$ cat src/rtl/phys_reg_free_list_if.sv
// Bus between the physical register free list, rename (allocation) and
// retire (release of old tags).
interface phys_reg_free_list_if #(
    parameter int NUM_PREG = 64,
    parameter int NUM_AREG = 32
);
    localparam int PREG_W = $clog2(NUM_PREG);
    localparam int CAP    = NUM_PREG - NUM_AREG;
    localparam int CNT_W  = $clog2(CAP) + 1;

    logic              alloc_req;
    logic [PREG_W-1:0] free_tag;
    logic              free_avail;
    logic              stall;
    logic [CNT_W-1:0]  free_count;
    logic              rel_en_1;
    logic [PREG_W-1:0] rel_tag_1;
    logic              rel_en_2;
    logic [PREG_W-1:0] rel_tag_2;
    logic              dbl_free_err;
    logic              overflow_err;

    // Rename/retire side: requests tags and returns old ones.
    modport master (
        output alloc_req, rel_en_1, rel_tag_1, rel_en_2, rel_tag_2,
        input  free_tag, free_avail, stall, free_count, dbl_free_err, overflow_err
    );

    // Free list side.
    modport slave (
        input  alloc_req, rel_en_1, rel_tag_1, rel_en_2, rel_tag_2,
        output free_tag, free_avail, stall, free_count, dbl_free_err, overflow_err
    );
endinterface

$ cat src/rtl/phys_reg_free_list.sv
// Circular pool of free physical register tags. One tag is handed to rename
// per cycle; up to two old tags come back from retire per cycle. A per-tag
// free bitmap rejects double releases so the pool never holds a tag twice.
module phys_reg_free_list #(
    parameter int NUM_PREG = 64,
    parameter int NUM_AREG = 32
) (
    input  logic                    clk,
    input  logic                    rstn,
    phys_reg_free_list_if.slave     bus
);
    localparam int PREG_W = $clog2(NUM_PREG);
    localparam int CAP    = NUM_PREG - NUM_AREG;
    localparam int PTR_W  = $clog2(CAP);
    localparam int CNT_W  = $clog2(CAP) + 1;
    localparam int ROOM_W = CNT_W + 1;

    logic [PREG_W-1:0]   entry [CAP];
    logic [PTR_W-1:0]    head, tail;
    logic [CNT_W-1:0]    count;
    logic [NUM_PREG-1:0] is_free;
    logic                dbl_q, ovf_q;

    logic                pop;
    logic [NUM_PREG-1:0] eff_free;
    logic                q1, q2, dbl1, dbl2, same_tag;
    logic [ROOM_W-1:0]   room;
    logic                acc1, acc2, ovf;
    logic [PTR_W-1:0]    wr2_ptr, tail_next;
    logic [CNT_W-1:0]    count_next;

    function automatic logic [PTR_W-1:0] ptr_inc(input logic [PTR_W-1:0] p);
        return (p == PTR_W'(CAP - 1)) ? '0 : p + 1'b1;
    endfunction

    assign bus.free_tag     = entry[head];
    assign bus.free_avail   = (count != '0);
    assign bus.stall        = (count == '0);
    assign bus.free_count   = count;
    assign bus.dbl_free_err = dbl_q;
    assign bus.overflow_err = ovf_q;

    // Qualify the two releases, apply the capacity limit and compute next pointers/count.
    always_comb begin
        // NOTE: every always_comb output gets a default first so no path infers a latch.
        eff_free = is_free;
        pop      = bus.alloc_req && (count != '0);
        // The tag handed out this cycle is no longer free, so releasing it is legal.
        if (pop) eff_free[entry[head]] = 1'b0;

        q1       = bus.rel_en_1 && (bus.rel_tag_1 != '0) && !eff_free[bus.rel_tag_1];
        dbl1     = bus.rel_en_1 && (bus.rel_tag_1 != '0) &&  eff_free[bus.rel_tag_1];
        same_tag = q1 && (bus.rel_tag_1 == bus.rel_tag_2);
        q2       = bus.rel_en_2 && (bus.rel_tag_2 != '0) && !eff_free[bus.rel_tag_2] && !same_tag;
        dbl2     = bus.rel_en_2 && (bus.rel_tag_2 != '0) && (eff_free[bus.rel_tag_2] || same_tag);

        // Free slots after this cycle's pop; slot 2 is the first to be dropped.
        room = ROOM_W'(CAP) - ROOM_W'(count) + ROOM_W'(pop);
        acc1 = q1 && (room != '0);
        acc2 = q2 && (room > ROOM_W'(acc1));
        ovf  = (q1 && !acc1) || (q2 && !acc2);

        wr2_ptr    = acc1 ? ptr_inc(tail) : tail;
        tail_next  = acc2 ? ptr_inc(wr2_ptr) : wr2_ptr;
        count_next = count - CNT_W'(pop) + CNT_W'(acc1) + CNT_W'(acc2);
    end

    // Pointers, occupancy and sticky error flags.
    always_ff @(posedge clk or negedge rstn) begin
        if (!rstn) begin
            head  <= '0;
            tail  <= '0;
            count <= CNT_W'(CAP);
            dbl_q <= 1'b0;
            ovf_q <= 1'b0;
        end else begin
            // NOTE: sequential state uses non-blocking assignments so every register samples pre-edge values.
            if (pop) head <= ptr_inc(head);
            tail  <= tail_next;
            count <= count_next;
            if (dbl1 || dbl2) dbl_q <= 1'b1;
            if (ovf)          ovf_q <= 1'b1;
        end
    end

    // Tag storage: accepted releases are written at the tail in slot order.
    always_ff @(posedge clk or negedge rstn) begin
        if (!rstn) begin
            // NOTE: this array is reset on purpose; the pool must start holding p(NUM_AREG)..p(NUM_PREG-1).
            for (int i = 0; i < CAP; i++) entry[i] <= PREG_W'(NUM_AREG + i);
        end else begin
            if (acc1) entry[tail]    <= bus.rel_tag_1;
            if (acc2) entry[wr2_ptr] <= bus.rel_tag_2;
        end
    end

    // Free bitmap: cleared on allocation, set on accepted release (release wins).
    always_ff @(posedge clk or negedge rstn) begin
        if (!rstn) begin
            for (int t = 0; t < NUM_PREG; t++) is_free[t] <= (t >= NUM_AREG);
        end else begin
            if (pop)  is_free[entry[head]]   <= 1'b0;
            if (acc1) is_free[bus.rel_tag_1] <= 1'b1;
            if (acc2) is_free[bus.rel_tag_2] <= 1'b1;
        end
    end
endmodule

$ cat src/flat_wrapper.sv
// flat-port wrapper written by rule: the top's interface ports become plain ports
module phys_reg_free_list_flat 
#(
    parameter int NUM_PREG = 64,
    parameter int NUM_AREG = 32
)
  (clk, rstn, bus_alloc_req, bus_rel_en_1, bus_rel_tag_1, bus_rel_en_2, bus_rel_tag_2, bus_free_tag, bus_free_avail, bus_stall, bus_free_count, bus_dbl_free_err, bus_overflow_err);
  phys_reg_free_list_if #(.NUM_PREG(NUM_PREG), .NUM_AREG(NUM_AREG)) bus_i ();
  input  logic clk;
  input  logic rstn;
  input wire logic [$bits(bus_i.alloc_req)-1:0] bus_alloc_req;
  input wire logic [$bits(bus_i.rel_en_1)-1:0] bus_rel_en_1;
  input wire logic [$bits(bus_i.rel_tag_1)-1:0] bus_rel_tag_1;
  input wire logic [$bits(bus_i.rel_en_2)-1:0] bus_rel_en_2;
  input wire logic [$bits(bus_i.rel_tag_2)-1:0] bus_rel_tag_2;
  output wire logic [$bits(bus_i.free_tag)-1:0] bus_free_tag;
  output wire logic [$bits(bus_i.free_avail)-1:0] bus_free_avail;
  output wire logic [$bits(bus_i.stall)-1:0] bus_stall;
  output wire logic [$bits(bus_i.free_count)-1:0] bus_free_count;
  output wire logic [$bits(bus_i.dbl_free_err)-1:0] bus_dbl_free_err;
  output wire logic [$bits(bus_i.overflow_err)-1:0] bus_overflow_err;
  assign bus_i.alloc_req = bus_alloc_req;
  assign bus_i.rel_en_1 = bus_rel_en_1;
  assign bus_i.rel_tag_1 = bus_rel_tag_1;
  assign bus_i.rel_en_2 = bus_rel_en_2;
  assign bus_i.rel_tag_2 = bus_rel_tag_2;
  assign bus_free_tag = bus_i.free_tag;
  assign bus_free_avail = bus_i.free_avail;
  assign bus_stall = bus_i.stall;
  assign bus_free_count = bus_i.free_count;
  assign bus_dbl_free_err = bus_i.dbl_free_err;
  assign bus_overflow_err = bus_i.overflow_err;
  phys_reg_free_list #(.NUM_PREG(NUM_PREG), .NUM_AREG(NUM_AREG)) u_core (.clk(clk), .rstn(rstn), .bus(bus_i));
endmodule
$ cat config.mk
export PLATFORM = sky130hd
export DESIGN_NAME = phys_reg_free_list_flat
export DESIGN_NICKNAME = d
export VERILOG_FILES = /design/src/rtl/phys_reg_free_list_if.sv /design/src/rtl/phys_reg_free_list.sv /design/src/flat_wrapper.sv
export SDC_FILE = /design/constraint.sdc
export NUM_CORES = 1
export LEC_CHECK = 0
export BUFFER_PORTS_ARGS = -buffer_cell sky130_fd_sc_hd__buf_2
export CAP_MARGIN = 20
export CORE_ASPECT_RATIO = 0.7
export CORE_MARGIN = 5
export CORE_UTILIZATION = 27
export DETAILED_ROUTE_END_ITERATION = 16
export SYNTH_ARGS = -nofsm -noshare
export SYNTH_HDL_FRONTEND = slang
export SYNTH_SLANG_ARGS = --single-unit
$ cat constraint.sdc
create_clock -name clk -period 7.1 [get_ports clk]
set_clock_uncertainty 0.05 [all_clocks]
set_input_delay 0 -clock clk [delete_from_list [all_inputs] [get_ports clk]]
set_output_delay 0 -clock clk [all_outputs]
set_load 0.01 [all_outputs]
== Yosys cells after proc, flatten, opt, wreduce, memory -nomap -nowiden ==
Cells that the tools add are included.
W data, S select, Z words.

* Equality and inequality tests: 4
* Mux-type cells: 29
* Bitwise logic cells: 7
* Reductions and logical operators: 31
* Add/sub/neg operators: 8
* Magnitude comparators: 12

{| class="wikitable"
|+ Operator list
! kind !! count
|-
| $bwmux W192 || 2
|-
| $mux W192 || 2
|-
| $mux W64 || 3
|-
| $or A64 B64 Y64 || 2
|-
| $and A64 B64 Y64 || 1
|-
| $not A64 Y64 || 1
|-
| $demux W6 S5 || 2
|-
| $bmux W6 S5 || 1
|-
| $mux W5 || 5
|-
| $mux W6 || 4
|-
| $lt A6 B7 Y1 const B || 3
|-
| $demux W1 S6 || 3
|-
| $ge A6 B1 Y1 const B || 3
|-
| $ge A6 B6 Y1 const B || 3
|-
| $logic_and A1 B1 Y1 || 18
|-
| $not A5 Y6 || 3
|-
| $reduce_bool A6 Y1 || 3
|-
| $add A5 B1 Y5 const B || 3
|-
| $eq A5 B5 Y1 const B || 3
|-
| $add A6 B1 Y6 || 2
|-
| $bmux W1 S6 || 2
|-
| $lt A6 B1 Y1 const B || 2
|-
| $add A7 B1 Y7 || 1
|-
| $gt A7 B1 Y1 || 1
|-
| other kinds (8) || 18
|}

* Register bits after elaboration: 274
* Output and inout port bits: 16
* Word-level logic and storage cells: 129
* Bits of input ports: 17

== Depth between registers and ports, before layout ==
Gate-level depths: netlist (run 1).

* Depth after elaboration: 24
* Gate-level depth with buffers: 36
* Gate-level depth less buffers: 27

== Worst setup path before layout (run 1) ==
Ideal clock, no wire load.

* Path type: flip-flop to flip-flop
* Start point: register u_core.head[0]
* End point: register u_core.count[4], in the netlist u_core.bus.free_count[4]
* Clock period less this slack: 6.537 ns
* Setup time: 0.125 ns
* Buffers on the path: 7
* Path slack: 0.563 ns
* Cell stages (with the launch flop): 30
* Arrival time: 6.362 ns
* Required time: 6.925 ns
* Cell sequence: dfrtp_1 -> buf_6 -> mux4_2 -> a22o_1 -> a2111oi_2 -> or2_2 -> inv_2 -> or3_4 -> buf_6 -> o211a_1 -> a2111o_1 -> o311a_1 -> a211oi_1 -> and4_1 -> buf_6 -> buf_6 -> buf_2 -> ha_1 -> o21a_1 -> and2b_1 -> buf_4 -> buf_4 -> inv_1 -> fa_1 -> fa_1 -> nor2_1 -> nor2_1 -> nor2_1 -> nor2_1 -> xor2_1

* Longest elaborated chain between the ends: 20
* Elaborated cells on any way between the ends: 28
* Those cells by class: add/sub (2); order compare (3); mux (10); bitwise (3); reduce/logical (10)

{| class="wikitable"
|+ RTL lines
! item !! RTL line !! text
|-
| from (decl) || phys_reg_free_list.sv:19 || <nowiki>logic [PTR_W-1:0] head, tail;</nowiki>
|-
| from (signal assigned) || phys_reg_free_list.sv:78 || <nowiki>if (pop) head <= ptr_inc(head);</nowiki>
|-
| $not A5 Y6 (*) || n/a ||
|-
| $bmux W6 S5 (*) || n/a ||
|-
| $mux W6 (*) (2 in series) || n/a ||
|-
| net bus_free_tag[3] || flat_wrapper.sv:16 || <nowiki>output wire logic [$bits(bus_i.free_tag)-1:0] bus_free_tag;</nowiki>
|-
| $lt A6 B7 Y1 (implied by the code) / $ge A6 B1 Y1 (equally long branches) || phys_reg_free_list.sv:49 || <nowiki>if (pop) eff_free[entry[head]] = 1'b0;</nowiki>
|-
| $logic_and A1 B1 Y1 (implied by the code) || phys_reg_free_list.sv:49 ||
|-
| $mux W1 (implied by the code) || phys_reg_free_list.sv:49 ||
|-
| $demux W1 S6 (*) || n/a ||
|-
| $not A64 Y64 (no line) (*) || n/a ||
|-
| $and A64 B64 Y64 (no line) (*) || n/a ||
|-
| $mux W64 (*) || phys_reg_free_list.sv:49 ||
|-
| branches (longest 8 deep; another with $gt A7 B1 Y1) || n/a ||
|-
| $add A6 B1 Y6 (*) || phys_reg_free_list.sv:65 || <nowiki>count_next = count - CNT_W'(pop) + CNT_W'(acc1) + CNT_W'(acc2);</nowiki>
|-
| net u_core.count_next[4] || phys_reg_free_list.sv:30 || <nowiki>logic [CNT_W-1:0] count_next;</nowiki>
|-
| to (signal assigned) || phys_reg_free_list.sv:73 || <nowiki>count <= CNT_W'(CAP);</nowiki>
|-
| to (signal assigned) || phys_reg_free_list.sv:80 || <nowiki>count <= count_next;</nowiki>
|-
| to (decl) || phys_reg_free_list.sv:20 || <nowiki>logic [CNT_W-1:0] count;</nowiki>
|}

Mark *: on every way through the listed nets, which the timed path passes. The select of a mux whose other input is x is not followed.
A chain may end at the register's enable or synchronous reset.

== Worst setup path after layout (run 1) ==
* Start point: register u_core.head[0]
* End point: register u_core.count[4], in the netlist u_core.bus.free_count[4]

* Longest elaborated chain between the ends: 20
* Elaborated cells on any way between the ends: 28
* Those cells by class: add/sub (2); order compare (3); mux (10); bitwise (3); reduce/logical (10)

{| class="wikitable"
|+ RTL lines
! item !! RTL line
|-
| $not A5 Y6 (implied by the code) (*) || phys_reg_free_list.sv:49
|-
| $bmux W6 S5 (*) || phys_reg_free_list.sv:49
|-
| $mux W6 (implied by the code) (*) (2 in series) || phys_reg_free_list.sv:49
|-
| $lt A6 B7 Y1 (implied by the code) / $ge A6 B1 Y1 (equally long branches) || phys_reg_free_list.sv:49
|-
| $logic_and A1 B1 Y1 (implied by the code) || phys_reg_free_list.sv:49
|-
| $mux W1 (implied by the code) || phys_reg_free_list.sv:49
|-
| $demux W1 S6 (*) || n/a
|-
| $not A64 Y64 (no line) (*) || n/a
|-
| $and A64 B64 Y64 (no line) (*) || n/a
|-
| $mux W64 (*) || phys_reg_free_list.sv:49
|-
| branches (longest 8 deep; another with $gt A7 B1 Y1) || n/a
|-
| $add A6 B1 Y6 (*) || phys_reg_free_list.sv:65
|-
| net u_core.count_next[4] || phys_reg_free_list.sv:30
|}

Marked as above.

==> results summary, run 1 <==
The chip width is 314 um. The number of nets produced by synthesis is 1641. The relative contribution of combinational cells to total power came out at 44.9%. The count of antenna-violating nets left after detailed routing came out at 0. The total global routing overflow is 0. The sequential power share came out at 34.7%.

The required time of the worst setup path is 7.46 ns. The Yosys step of the flow raised 0 warnings. 33 I/O pins were placed. In this run the post-CTS setup repair buffer count came out at 0. The largest vdd supply drop is 0.149 mV. TritonCTS built the clock tree. The setup violation total in the final timing report is 0. The routed via count divided by cell count is 5.70. In this run the clock root is driven by a sky130_fd_sc_hd__clkbuf_16. After detailed routing, the total wire length is 63.5 mm. The initial DRC count came out at 1684. Tracing the worst setup path back leads to its startpoint at u_core.head[0]. The clock share of power is 20.5%. The switching portion of total power came out at 40.9%. The library cells used most frequently in the layout, excluding fill and tap cells, are sky130_fd_sc_hd__mux2i_1 (417), sky130_fd_sc_hd__dfstp_2 (145), sky130_fd_sc_hd__dfrtp_1 (127). For this run, the total global-route usage over all layers was measured as 17.6%. The distinct cell type count after synthesis is 89. The number of max-slew violations in the final report came out at 0. The proportion of netlist area held by the largest area contributor came out at 24.0%. For this run, the detailed router's first-pass iteration total came to 8. The count of nets after finishing is 1685.

The worst register-to-register path begins at u_core.head[0]. The floorplan step defined a die boundary enclosing 0.0698 mm^2. The leakage power came out at 8.97 nW. The worst hold path belongs to the class primary input to async pin. Among all flip-flop cells after synthesis, the most frequent one is sky130_fd_sc_hd__dfstp_2.

The flow ran to the end, and the final reports show no timing, DRC or antenna violations. In this run the power spent charging and discharging nets is 3.52 mW. The final critical-path setup slack came out at 0.240 ns. The maximum net fanout on the critical path came out at 21. The arrival time reported for the critical path endpoint came out at 7.22 ns. The wire length of the first global-routing pass is 95.0 mm. The total power after layout is 8.61 mW. For the final routed database, the setup TNS stands at 0 ns. The TritonCTS buffer count came out at 34. The final route contains 14200 vias.

The count of maximum capacitance violations is 0. At the end of the flow the core is filled with cells to 31.7%. The maximum clock insertion buffer count is 3.

The library cell occupying the most area in the post-synthesis netlist is sky130_fd_sc_hd__mux2i_1. The worst setup slack before clock tree synthesis came out at 0.474 ns. By area the synthesized netlist is led by sky130_fd_sc_hd__mux2i_1 (24%), sky130_fd_sc_hd__dfstp_2 (22%), sky130_fd_sc_hd__dfrtp_1 (19%). The transition time of the tightest slew-check pin is 1.05 ns. Of the cells placed in the final design, the portion with a size suffix greater than 1 is 25.9%.

After detailed routing, the number of remaining DRC violations is 0. The average cell area after synthesis is 10.9 um^2. The highest attainable clock frequency is 146 MHz. The via count of the first global-routing pass came out at 14300. Entering global routing, the biggest net connects 91 pins.

The type of the worst setup path is register to register. The worst setup path is launched from a register. The final instance area came out at 0.0201 mm^2. In this run the tightest slew margin relative to its limit is 29.9%. After detailed placement, the total cell area comes to 0.0189 mm^2.

The number of antenna violations at the first check in global routing is 2. Setup repair after global routing left no endpoint under its margin. The post-synthesis cell area came out at 0.0174 mm^2.

The number of enable-type register cells in the synthesized netlist came out at 0. The end of the critical path is u_core.bus.free_count[4]. The tightest hold path in the finished design has a slack of 0.0457 ns. The total area inside the core boundary comes to 0.0635 mm^2. The clock tree synthesis step divided the H-tree into 2 levels.

Leaving out fill and tap cells, the most frequent cell in the layout is sky130_fd_sc_hd__mux2i_1. The post-layout minimum cycle time came out at 6.86 ns. The number of placed instances with taps included came out at 2430.

The worst setup path is captured at a register. The worst register-to-register path ends at u_core.bus.free_count[4]. The number of instances in the synthesized netlist is 1597. The internal portion of the total power is 5.09 mW. The final weighted congestion in routability-driven placement came out at 1.02.

The flip-flop and latch count after synthesis is 274. During placement, the flow inserted port buffers numbering 32. The number of cells on the worst reg-to-reg path is 23. Setup slack on the worst reg-to-reg path comes out at 0.24 ns. The layout overhead on the synthesized area came out at 15.5%. The total half-perimeter wirelength after legalization and detailed placement came out at 43.0 mm.

The async set-or-reset flop fraction in the synthesized netlist came out at 100%. The clock latency reported for the late side of the worst-skew pair is 0.53 ns. The clock input transition at the sequential cells of the worst setup and hold paths is 0.06 ns. The floorplan has 77 rows. For this run, the number of standard cells in the final layout without fillers is 2497. Sequential cells were found to cover 40.4% of the synthesized design area. The count of final hold-check violations is 0. The effective utilization at floorplan came out at 27.4%. The die height is 223 um. The portion of the clock cycle consumed by the worst path in the final layout is 96.6%. The number of clock sinks came out at 274. The areal power density over the cells came out at 428 mW/mm^2. The average wire length per cell after detail routing came out at 25.4 um.
-- routing by layer --
| metal | vias up | wire [um] | global-route usage (%) |
|---|---|---|---|
| li1 | 6093 | - | - |
| met1 | 7220 | 29500 | 26.4 |
| met2 | 763 | 25300 | 24.0 |
| met3 | 155 | 6740 | 5.56 |
| met4 | 2 | 1950 | 5.14 |
| met5 | - | 11 | 0 |
-- power by group through the flow --
stage	Clock (mW)	Sequential, mW	Combinational, mW
after detailed placement	0	2.98	3.74
after global placement	0	2.96	3.67
after global routing	1.86	3.06	4.14
final	1.76	2.98	3.86
after floorplan	0	2.78	2.55
after CTS	1.79	2.96	3.76
-- cell type report --
| cell class | instances | area [um^2] |
|---|---|---|
| Fill cell | 6355 | 43400 |
| Timing Repair Buffer | 149 | 1210 |
| Multi-Input combinational cell | 1149 | 9570 |
| Antenna cell | 1 | 2.50 |
| Tap cell | 829 | 1040 |
| Clock buffer | 54 | 1040 |
| Sequential cell | 274 | 7040 |
| Inverter | 33 | 129 |
| Clock inverter | 8 | 90.1 |
-- registers in the layout, indices dropped and copies added (netlist names) --
register and count:
u_core.bus.free_count 6, u_core.bus.dbl_free_err 1, u_core.entry 192, u_core.is_free 64, u_core.head 5, u_core.tail 5, u_core.bus.overflow_err 1
-- worst min path at each step --
stage | startpoint | endpoint | slack, ns | cells after the start
after global routing | bus_rel_tag_1[2] | u_core.entry[110] | 0.04 | 3
after global placement | rstn | u_core.entry[163] | 0.01 | 1
final | rstn | u_core.entry[166] | 0.05 | 2
after CTS | bus_rel_tag_1[2] | u_core.entry[104] | 0.01 | 3
after floorplan | rstn | u_core.bus.dbl_free_err | -0.35 | 0
after detailed placement | rstn | u_core.entry[165] | 0.02 | 1
-- cells in the mapped netlist, types with 11 or more instances --
master and count:
sky130_fd_sc_hd__nand4_1 12, sky130_fd_sc_hd__and3_1 18, sky130_fd_sc_hd__o22a_1 15, sky130_fd_sc_hd__o21ai_0 61, sky130_fd_sc_hd__dfstp_2 145, sky130_fd_sc_hd__o21a_1 11, sky130_fd_sc_hd__inv_1 26, sky130_fd_sc_hd__nor2_1 65
sky130_fd_sc_hd__o22ai_1 18, sky130_fd_sc_hd__nor3_1 15, sky130_fd_sc_hd__clkbuf_1 77, sky130_fd_sc_hd__nand3_1 29, sky130_fd_sc_hd__and4_1 15, sky130_fd_sc_hd__nand2_1 108, sky130_fd_sc_hd__o221ai_1 26, sky130_fd_sc_hd__mux4_2 31
sky130_fd_sc_hd__o211ai_1 59, sky130_fd_sc_hd__mux2i_1 417, sky130_fd_sc_hd__o21ai_1 13, sky130_fd_sc_hd__dfrtp_1 129, sky130_fd_sc_hd__or3_1 11, sky130_fd_sc_hd__ha_1 25, sky130_fd_sc_hd__buf_2 37, sky130_fd_sc_hd__a21oi_1 23
-- logic make-up (layout without fill, tap and decap cells) --
logic type,count (synthesis),after routing,share of synthesized area (%)
mux,453,453,28.5
simple gates,351,351,11.1
compound gates,302,302,12.5
flops,274,274,40.4
buf+inv,174,244,4.70
fa+ha+maj,27,27,2.02
xor+xnor,16,16,0.804
other cells,0,1,0
-- worst max-delay path, stage by stage, from the launching register on --
cell and delay [ns]:
sky130_fd_sc_hd__dfrtp_4 0.52, sky130_fd_sc_hd__buf_12 0.22, sky130_fd_sc_hd__mux4_2 0.53, sky130_fd_sc_hd__a22oi_1 0.34, sky130_fd_sc_hd__nand4_1 0.17, sky130_fd_sc_hd__nand2_1 0.23
sky130_fd_sc_hd__inv_1 0.17, sky130_fd_sc_hd__or3_1 0.66, sky130_fd_sc_hd__o21ai_0 0.48, sky130_fd_sc_hd__o221a_2 0.26, sky130_fd_sc_hd__o2111ai_1 0.36, sky130_fd_sc_hd__a211oi_1 0.46
sky130_fd_sc_hd__and4_1 0.27, sky130_fd_sc_hd__ha_1 0.23, sky130_fd_sc_hd__o21a_1 0.19, sky130_fd_sc_hd__and2b_2 0.22, sky130_fd_sc_hd__inv_1 0.05, sky130_fd_sc_hd__fa_1 0.43
sky130_fd_sc_hd__fa_1 0.42, sky130_fd_sc_hd__nor2_1 0.12, sky130_fd_sc_hd__nor2_1 0.05, sky130_fd_sc_hd__nor2_1 0.09, sky130_fd_sc_hd__nor2_1 0.06, sky130_fd_sc_hd__xor2_1 0.13
-- repair_timing --
action                                  CTS  global route
endpoints found under the hold margin   103             0
hold buffers                              4             0
resized for setup                         0             2
endpoints found under the setup margin    0             8
No activity file was read; power rests on OpenSTA's default activity.
==> inputs of run 2 (changes only) <==
--- a/config.mk
+++ b/config.mk
@@ -7,10 +7,13 @@
 export LEC_CHECK = 0
 export BUFFER_PORTS_ARGS = -buffer_cell sky130_fd_sc_hd__buf_2
 export CAP_MARGIN = 20
+export CELL_PAD_IN_SITES_DETAIL_PLACEMENT = 0
+export CELL_PAD_IN_SITES_GLOBAL_PLACEMENT = 1
 export CORE_ASPECT_RATIO = 0.7
 export CORE_MARGIN = 5
 export CORE_UTILIZATION = 27
 export DETAILED_ROUTE_END_ITERATION = 16
+export PLACE_DENSITY_LB_ADDON = 0.1
 export SYNTH_ARGS = -nofsm -noshare
 export SYNTH_HDL_FRONTEND = slang
 export SYNTH_SLANG_ARGS = --single-unit
==> run 2 against run 1 <==
- sequential share of layout area barely moved
- cell count rose by 0.28%
- register-to-register slack improved by 0.04 ns
- largest cell class unchanged
- largest power group unchanged
==> results summary, run 2 (synthesis results as in run 1) <==
The routed via count divided by cell count is 5.55 (-2.6%). The type of the worst setup path is register to register. The clock latency reported for the late side of the worst-skew pair is 0.56 ns (+0.03 ns). The number of remaining DRC errors is 0 (unchanged). The arrival time reported for the critical path endpoint came out at 7.18 ns (-0.04 ns). The count of maximum capacitance violations came out at 0 (unchanged). The total area of multi-input combinational cells came out at 0.00961 mm^2 (+0.41%). The setup violation total in the final timing report is 0 (unchanged). The cell at the slowest stage of the critical path is sky130_fd_sc_hd__or4_1. The number of buffers added on ports is 32 (unchanged). The maximum clock insertion buffer count is 3 (unchanged). The worst setup path is captured at a register.

Leaving out fill and tap cells, the most frequent cell in the layout is sky130_fd_sc_hd__mux2i_1. The largest register by flop count is u_core.entry. The fill cell instance count of the final layout is 6405 (+0.79%). The count of nets after finishing came out at 1693 (+0.47%). The die height came out at 223 um (unchanged). The effective utilization at floorplan is 27.4% (unchanged). The flow ran to the end, and the final reports show no timing, DRC or antenna violations. The buffer type at the clock tree root is sky130_fd_sc_hd__clkbuf_16. The worst slew slack as a fraction of its limit came out at 22.4% (-7.4 points). The clock input transition at the sequential cells of the worst setup and hold paths is 0.06 ns (about the same). The number of placement rows is 77 (unchanged).

The number of max-slew violations in the final report was 0 (unchanged). The sequential power share is 33.9% (-0.8 points). The wire length of the first global-routing pass came out at 107 mm (+13%). The total I/O pin count is 33 (unchanged). The switching portion of total power is 42.0% (+1.1 points). The total half-perimeter wirelength after legalization and detailed placement came out at 51.1 mm (+19%). The post-layout minimum cycle time was 6.82 ns (-0.0387 ns). The total area of sequential cells was 0.00704 mm^2 (unchanged). The largest stage delay on the critical path is 0.69 ns (+0.03 ns). The portion of the clock cycle consumed by the worst path in the final layout came out at 96.1% (-0.55 points). The number of flip-flops under the largest register name came to 192 (unchanged). The maximum net fanout on the critical path is 11 (-48%). The worst min-delay path class is primary input to async pin. The post-detailed-routing wire length is 73.4 mm (+16%). The required time of the worst setup path is 7.46 ns (about the same). The number of antenna violations at the first check in global routing came out at 1 (-1). The final instance area is 0.0201 mm^2 (about the same). The count of final hold-check violations came out at 0 (unchanged).

The placeable core region came out at 0.0635 mm^2 (unchanged). The initial DRC count came to 1324 (-21%). The areal power density over the cells is 438 mW/mm^2 (+2.5%). The number of iterations in the first detailed-routing pass came to 7 (-1). The leakage power is 9.00 nW (+0.27%). The utilization after layout was 31.7% (about the same).

STA classifies the critical path startpoint as a register. The total global routing overflow came to 0 (unchanged). The floorplan die area was 0.0698 mm^2 (unchanged). The number of clock sinks came out at 274 (unchanged). The transition time of the tightest slew-check pin is 1.16 ns (+0.111 ns). The pin count of the biggest net entering global routing is 102 (+12%). The relative contribution of combinational cells to total power is 45.6% (+0.7 points). The highest attainable clock frequency came to 147 MHz (+0.57%). The area after detailed placement came out at 0.0188 mm^2 (-0.55%). The via count of the first global-routing pass came out at 14100 (-1.7%). The layout overhead on the synthesized area came to 15.4% (about the same).

The cell repeated most along the worst path is sky130_fd_sc_hd__nor2_1. The TritonCTS buffer count came out at 35 (+2.9%). The design internal power came out at 5.11 mW (+0.51%). Walking the worst path, the cells encountered are buf_12 > mux4_1 > a22o_1 > a2111oi_1 > buf_4 > o31ai_1 > buf_4 > or3_1 > buf_4 > o21ai_0 > o22ai_1 > or4_1 > a31oi_1 > nand4_1 > a211oi_2 > and2b_2 > inv_1 > fa_1 > fa_1 > nor2_1 > nor2_1 > nor2_1 > nor2_1 > xor2_1. The final weighted congestion in routability-driven placement is 0.940 (-8.2%). TritonCTS built the clock tree.

The largest vdd supply drop came to 0.167 mV (+12%). The clock share of power came out at 20.5% (about the same). The fraction of final layout cells sized beyond drive strength 1 came to 26.5% (+0.58 points). The average wire length per cell after detail routing was 29.3 um (+15%).

The chip width came out at 314 um (unchanged). The switching power is 3.70 mW (+5.2%). The total routing resource utilization after global routing is 20.6% (+3.0 points).

Leaving out fill and tap cells, the most frequent cells in the layout are sky130_fd_sc_hd__mux2i_1 (417), sky130_fd_sc_hd__dfstp_2 (145), sky130_fd_sc_hd__dfrtp_1 (127). The total number of vias was 13900 (-2.3%). The count of antenna-violating nets left after detailed routing came out at 0 (unchanged). The deepest level of the CTS H-tree came out at 2 (unchanged).
## run 2: cell count changes in the layout (fill, tap and decap cells not counted), sizes merged
| cell | change |
|---|---|
| bufinv | +1 |
| diode | +2 |
| buf | +8 |
| clkbuf | -3 |
| clkinv | +1 |
| inv | -1 |
| dlygate4sd3 | -1 |
## run 2: metrics by stage
step	hold WS, ns	instances	setup slack [ns]	setup TNS, ns	total power, mW
2_1_floorplan	-0.346	1597	0.563	0	5.33
3_3_place_gp	0.0130	2429	-0.0195	-0.0819	6.91
3_5_place_dp	0.0198	2430	0.0179	0	6.91
4_1_cts	0.0164	2493	0.0227	0	8.78
5_1_grt	0.0538	2501	-0.00285	-0.00285	9.34
6_report	0.0194	2504	0.278	0	8.82
## run 2: final cells by class
class	count	share of cell area, %
Antenna cell	3	0.0373
Clock buffer	51	5.00
Clock inverter	9	0.504
Inverter	33	0.641
Multi-Input combinational cell	1149	47.8
Sequential cell	274	35.0
Tap cell	829	5.16
Timing Repair Buffer	156	5.85
## run 2: layer usage
layer / global-route usage, % / routed length, um
met5: 0 / 0
met4: 3.36 / 1020
met1: 32.9 / 38200
met3: 6.59 / 6460
met2: 26.9 / 27800
## run 2: path summary, 6_finish.rpt
check | depth (start not counted) | slack, ns | end | start
min in group clk | 5 | 0.03 | u_core.is_free[28] | bus_rel_tag_1[0]
max in group asynchronous | 3 | 5.78 | u_core.entry[186] | rstn
worst max register to register | 24 | 0.28 | u_core.bus.free_count[4] | u_core.head[0]
worst min register to register | 1 | 0.45 | u_core.bus.dbl_free_err | u_core.bus.dbl_free_err
worst max-delay path | 24 | 0.28 | u_core.bus.free_count[4] | u_core.head[0]
worst min-delay path | 2 | 0.02 | u_core.entry[43] | rstn
## run 2: power groups by stage
stage          registers [mW]  clock network (mW)  logic [mW]
4_1_cts                  3.00                1.87        3.92
6_report                 2.99                1.81        4.02
3_5_place_dp             3.01                   0        3.91
2_1_floorplan            2.78                   0        2.55
3_3_place_gp             3.03                   0        3.88
5_1_grt                  3.07                1.92        4.35
## run 2: timing repair
action | in CTS | in global routing
endpoints found under the hold margin | 85 | 0
gates resized for setup | 1 | 6
pin swaps | 0 | 0
endpoints found under the setup margin | 5 | 114
setup buffers | 0 | 7
hold buffers | 3 | 0
## run 2: worst max-delay path, delay by kind of cell (launching register included)
| kind | cells | cell delay [ns] |
|---|---|---|
| AOI/OAI and AO/OA | 7 | 1.67 |
| xor gates and xnor gates | 1 | 0.13 |
| adders and majority gates | 2 | 0.87 |
| buffers and inverters | 5 | 0.89 |
| DFF | 1 | 0.44 |
| muxes | 1 | 0.63 |
| and+or+nand+nor | 8 | 1.99 |
